==> src/rtl/instr_word_encoder.sv <==
// MIPS instruction encoder that streams packed words into instruction memory.
// Latency: one cycle from accept to write; li takes two write cycles.
// Backpressure: in_ready is low while the ori half of li is pending and when memory is full.
module instr_word_encoder #(
    parameter int unsigned IM_DEPTH  = 1024,
    parameter logic [31:0] BASE_ADDR = 32'h0000_3000
) (
    input  logic        clk,
    input  logic        reset_n,
    input  logic        flush,
    input  logic        in_valid,
    output logic        in_ready,
    input  logic [3:0]  in_kind,
    input  logic [4:0]  in_rs,
    input  logic [4:0]  in_rt,
    input  logic [4:0]  in_rd,
    input  logic [4:0]  in_shamt,
    input  logic [31:0] in_imm,
    output logic        im_we,
    output logic [31:0] im_addr,
    output logic [31:0] im_wdata,
    output logic [15:0] word_count,
    output logic        full,
    output logic        err
);

    typedef enum logic [1:0] {RUN, LI2, FULL_ST} state_t;

    localparam logic [15:0] DEPTH_W = 16'(IM_DEPTH);

    state_t      state, state_nx;
    logic [31:0] next_addr;
    logic [4:0]  li_rt;
    logic [15:0] li_lo;
    logic [31:0] enc_word, wr_word;
    logic        enc_ok, enc_li, accept, last_slot, do_write, err_set;

    assign in_ready  = (state == RUN);
    assign accept    = in_valid && in_ready && !flush;
    assign last_slot = (word_count == DEPTH_W - 16'd1);
    assign full      = (word_count == DEPTH_W);

    always_comb begin
        enc_word = '0;
        enc_ok   = 1'b1;
        enc_li   = 1'b0;
        case (in_kind)
            4'd0:  enc_word = {6'h00, in_rs, in_rt, in_rd, 5'd0, 6'h21};
            4'd1:  enc_word = {6'h00, in_rs, in_rt, in_rd, 5'd0, 6'h23};
            4'd2:  enc_word = {6'h00, in_rs, 5'd0, 5'd0, 5'd0, 6'h08};
            4'd3:  enc_word = {6'h00, 5'd0, in_rt, in_rd, in_shamt, 6'h00};
            4'd4:  enc_word = {6'h23, in_rs, in_rt, in_imm[15:0]};
            4'd5:  enc_word = {6'h2B, in_rs, in_rt, in_imm[15:0]};
            4'd6:  enc_word = {6'h04, in_rs, in_rt, in_imm[15:0]};
            4'd7:  enc_word = {6'h0F, 5'd0, in_rt, in_imm[15:0]};
            4'd8:  enc_word = {6'h0D, in_rs, in_rt, in_imm[15:0]};
            4'd9:  enc_word = {6'h03, in_imm[25:0]};
            4'd10: enc_word = {6'h06, in_rs, 5'd0, in_imm[15:0]};
            4'd11: begin
                enc_word = {6'h0F, 5'd0, in_rt, in_imm[31:16]};
                enc_li   = 1'b1;
            end
            default: enc_ok = 1'b0;
        endcase
    end

    always_comb begin
        state_nx = state;
        do_write = 1'b0;
        wr_word  = enc_word;
        err_set  = 1'b0;
        case (state)
            RUN: begin
                if (accept && enc_ok) begin
                    do_write = 1'b1;
                    if (last_slot) begin
                        state_nx = FULL_ST;
                        err_set  = enc_li;
                    end else if (enc_li) begin
                        state_nx = LI2;
                    end
                end else if (accept) begin
                    err_set = 1'b1;
                end
            end
            LI2: begin
                do_write = 1'b1;
                wr_word  = {6'h0D, li_rt, li_rt, li_lo};
                state_nx = last_slot ? FULL_ST : RUN;
            end
            default: ;
        endcase
        if (flush) begin
            state_nx = RUN;
            do_write = 1'b0;
            err_set  = 1'b0;
        end
    end

    always_ff @(posedge clk or negedge reset_n) begin
        if (!reset_n) state <= RUN;
        else          state <= state_nx;
    end

    always_ff @(posedge clk or negedge reset_n) begin
        if (!reset_n) begin
            im_we      <= 1'b0;
            im_addr    <= BASE_ADDR;
            im_wdata   <= '0;
            next_addr  <= BASE_ADDR;
            word_count <= '0;
            err        <= 1'b0;
            li_rt      <= '0;
            li_lo      <= '0;
        end else if (flush) begin
            im_we      <= 1'b0;
            next_addr  <= BASE_ADDR;
            word_count <= '0;
            err        <= 1'b0;
        end else begin
            im_we <= do_write;
            if (do_write) begin
                im_addr    <= next_addr;
                im_wdata   <= wr_word;
                next_addr  <= next_addr + 32'd4;
                word_count <= word_count + 16'd1;
            end
            if (err_set) err <= 1'b1;
            // Low half of li is parked until the LI2 cycle emits the ori word.
            if (accept && enc_li) begin
                li_rt <= in_rt;
                li_lo <= in_imm[15:0];
            end
        end
    end

endmodule

==> config.mk <==
export PLATFORM = sky130hd
export DESIGN_NAME = instr_word_encoder
export DESIGN_NICKNAME = d
export VERILOG_FILES = /design/src/rtl/instr_word_encoder.sv
export SDC_FILE = /design/constraint.sdc
export NUM_CORES = 1
export LEC_CHECK = 0
export ABC_AREA = 0
export BUFFER_PORTS_ARGS = -buffer_cell sky130_fd_sc_hd__clkbuf_2
export CAP_MARGIN = 30
export CORE_MARGIN = 1.5
export CORE_UTILIZATION = 50
export CTS_CLUSTER_DIAMETER = 80
export DETAILED_ROUTE_END_ITERATION = 6
export GPL_ROUTABILITY_DRIVEN = 0
export PLACE_DENSITY = 0.75
export SLEW_MARGIN = 5
export SYNTH_ARGS = -nofsm -noshare
export SYNTH_HDL_FRONTEND = slang
export SYNTH_SLANG_ARGS = --single-unit
export TNS_END_PERCENT = 1
==> constraint.sdc <==
create_clock -name clk -period 5.12 [get_ports clk]
set_input_delay 1.024 -clock clk [delete_from_list [all_inputs] [get_ports clk]]
set_output_delay 1.024 -clock clk [all_outputs]
set_load 0.01 [all_outputs]
==> flow_metrics.py <==
metrics = {
    "final_layout": {
        "diodes": 0,
        "final_cell_mix": "clkbuf_2 (139), nand2_1 (138), dfrtp_1 (128), o21ai_0 (65), nor2_1 (46)",
        "drive_above_1_share_pct": 24.7,
        "nets": 911,
        "final_common_cell": "clkbuf_2",
        "syn_to_final_growth_pct": 22.0,
        "stdcell_count": 1033,
    },
    "critical_path": {
        "r2r_slack_ns": 2.57,
        "required_ns": 5.46,
        "reg2reg_depth": 5,
        "r2r-start": "state[1]",
        "cp_max_fo": 49,
        "critPathLaunchType": "input pin",
        "arrival_ns": 3.49,
        "r2r-end": "im_wdata[24]",
        "endpoint_kind": "flip-flop",
        "cp-endpoint": "im_wdata[7]",
        "worstSetupPathType": "in -> reg",
        "crit_path_start": "in_kind[2]",
    },
    "die": {
        "io_pins": 144,
        "die_x_um": 118,
        "core_area_um2": 12800,
        "die-area_um2": 14000,
        "num_rows": 41,
        "start_util_pct": 51.9,
        "die_h_um": 118,
    },
    "pwr": {
        "swShare_pct": 24.3,
        "pwr-share-seq_pct": 40.6,
        "p_comb_share_pct": 11.0,
        "p_per_area_nw_per_um2": 362,
        "p_leak_nw": 3.75,
        "p_int_w": 0.00223,
        "power.switching_w": 0.000715,
        "ir_drop_v": 0.000202,
        "pwr-share-clk_pct": 48.3,
    },
    "route": {
        "wl_per_cell_um": 17.2,
        "finalWirelength_um": 17800,
        "drt_iter0_drc": 506,
        "vias": 6117,
        "drc": 5,
        "first_pass_iters": 7,
        "ant_nets": 0,
        "viasPerCell": 5.92,
    },
    "clock_tree": {
        "cts_tree": "done",
        "htree_levels": 4,
        "cts_buffers": 17,
        "clock-sinks": 132,
        "clock_latency_ns": 0.42,
        "clockBufferDepth": 2,
        "path_clk_slew_ns": 0.06,
        "cts-root-buf": "clkbuf_16",
        "cts_setup_buffers": 0,
        "hold_buffers": 0,
        "cts_resized": 0,
    },
    "sta": {
        "drv_slew": 0,
        "setup_violations": 0,
        "fin_crit_sh_pct": 61.7,
        "hold_viol": 0,
        "period_needed_ns": 3.16,
        "final.setup_skew_ns": 0.00632,
        "tns_ns": 0,
        "rsz0062_at_grt": "false",
        "max_slew_margin_pct": 41.8,
        "fmax_ghz": 0.317,
        "tightestPinTransition_ns": 0.872,
    },
    "yosys": {
        "synth_edf_count": 0,
        "synth_largest_area_cell": "dfrtp_1",
        "async_flop_share_pct": 100,
        "synth.avg_cell_area_um2": 9.11,
        "yosysTopAreaCellShare_pct": 48.1,
        "ys.warnings.count": 0,
        "synthFlopType": "dfrtp_1",
        "synth.area.top_cells": "dfrtp_1 (48%), nand2_1 (7.8%), o21ai_0 (4.9%), xnor2_1 (3.7%), mux2_2 (3.6%)",
        "synthCells": 731,
        "synth_area_um2": 6660,
        "yosysSeqAreaShare_pct": 49.7,
        "ys_ff_latch": 132,
        "synth_cell_type_count": 52,
    },
    "job": {
        "max_cap_violations": 0,
    },
    "run_status": {
        "status": "finished with violations",
        "violations": "DRC",
    },
    "global_routing": {
        "overflow": 0,
        "grt_pass1_wl_um": 29400,
        "grtUsageTotal_pct": 26.1,
        "antenna_found_initial": 0,
        "grt_max_degree": 71,
        "grt_pass1_vias": 5844,
    },
    "place": {
        "placed_cells": 1000,
        "hpwl_um": 11800,
        "io_buffers": 140,
    },
    "worst_hold_path": {
        "holdPathStages": 2,
        "hp-class": "reg -> reg",
    },
}
## sequential cells by signal, indices dropped and copies added, names as in the netlist
signal,flops
im_wdata,31
word_count,16
li_lo,16
im_we,1
next_addr,30
li_rt,5
im_addr,30
err,1
state,2
## worst max-delay path, stage by stage
cell and delay (ns):
clkbuf_2 0.29, nand2_1 0.30, a21oi_2 0.07, buf_4 0.22, or3_2 0.45, inv_2 0.65, o21ai_0 0.23, o21ai_0 0.21
## cells in the mapped netlist, types with 3 or more instances
| master | count |
|---|---|
| dfrtp_1 | 128 |
| nand2_1 | 138 |
| and2_1 | 3 |
| xnor2_1 | 28 |
| o22ai_1 | 6 |
| and4_1 | 4 |
| a221oi_1 | 15 |
| nor4_1 | 11 |
| a22oi_1 | 7 |
| nand2b_1 | 12 |
| nor2b_1 | 14 |
| nor3_1 | 14 |
| nand4_1 | 7 |
| inv_1 | 9 |
| nor3b_1 | 8 |
| a31oi_1 | 5 |
| o31ai_1 | 5 |
| dfstp_2 | 4 |
| nor4b_1 | 6 |
| mux2_2 | 21 |
| buf_1 | 5 |
| buf_2 | 9 |
| buf_4 | 3 |
| ha_1 | 3 |
| or3_1 | 11 |
| o21ai_0 | 65 |
| a221o_1 | 5 |
| or4_1 | 5 |
| nand3_1 | 21 |
| nor2_1 | 46 |
| xor2_1 | 4 |
| and3_1 | 4 |
| clkbuf_1 | 34 |
| a211oi_1 | 10 |
| a21oi_1 | 43 |
## metal layers
layer  wire length (um)  GRT usage (%)  vias up  share of wire (%)
li1                   -              -     2807                  -
met1               7340           34.7     2976                 41
met2               8610           40.9      287                 49
met3               1250           5.31       47                7.0
met4                550           12.6        0                3.1
met5                  0              0        -                  0
## worst min-delay path by stage
stage,start,end,slack [ns]
detailed placement,im_addr[13],im_addr[13],0.45
CTS,im_addr[13],im_addr[13],0.46
global route,im_addr[12],im_addr[12],0.48
global placement,im_addr[13],im_addr[13],0.45
floorplan,next_addr[31],im_addr[31],0.45
finish,im_addr[13],im_addr[13],0.46
## power groups by stage
stage               logic, W  clock network [W]  registers (W)
floorplan           0.000156                  0        0.00122
global placement    0.000313                  0        0.00121
detailed placement  0.000323                  0        0.00121
CTS                 0.000326            0.00143        0.00119
global route        0.000362            0.00148        0.00120
finish              0.000325            0.00142        0.00119
## metrics by stage
stage          cell area (um^2)  utilization [%]  power, W  worst slack [ns]  hold WS [ns]
2_1_floorplan              6670                -   0.00137              2.70         0.448
3_5_place_dp               7420             57.9   0.00153              1.60         0.451
5_1_grt                    8120             63.3   0.00305              1.78         0.480
6_report                   8120             63.3   0.00294              1.96         0.459
3_3_place_gp               7410             57.8   0.00152              1.70         0.452
4_1_cts                    8110             63.2   0.00295              2.01         0.461
## cells by family (layout without fill, tap and decap cells)
logic type      Yosys count  in the layout  synth area share [%]
other cells               1              3                0.0563
xor+xnor                 32             32                  4.21
flops                   132            132                  49.7
mux                      21             21                  3.55
simple gates            310            310                  22.5
buf+inv                  62            190                  3.95
compound gates          169            169                  15.3
fa+ha+maj                 4              4                 0.714
## cell type report
| type | count | area, um^2 |
|---|---|---|
| well taps | 172 | 215 |
| flip-flops and latches | 132 | 3310 |
| fillers | 1090 | 4700 |
| repair buffers | 148 | 774 |
| inverters | 10 | 37.5 |
| multi-input cells | 539 | 3100 |
| clock inverters | 14 | 258 |
| clock buffers | 18 | 429 |
No activity file was read; power rests on OpenSTA's default activity.
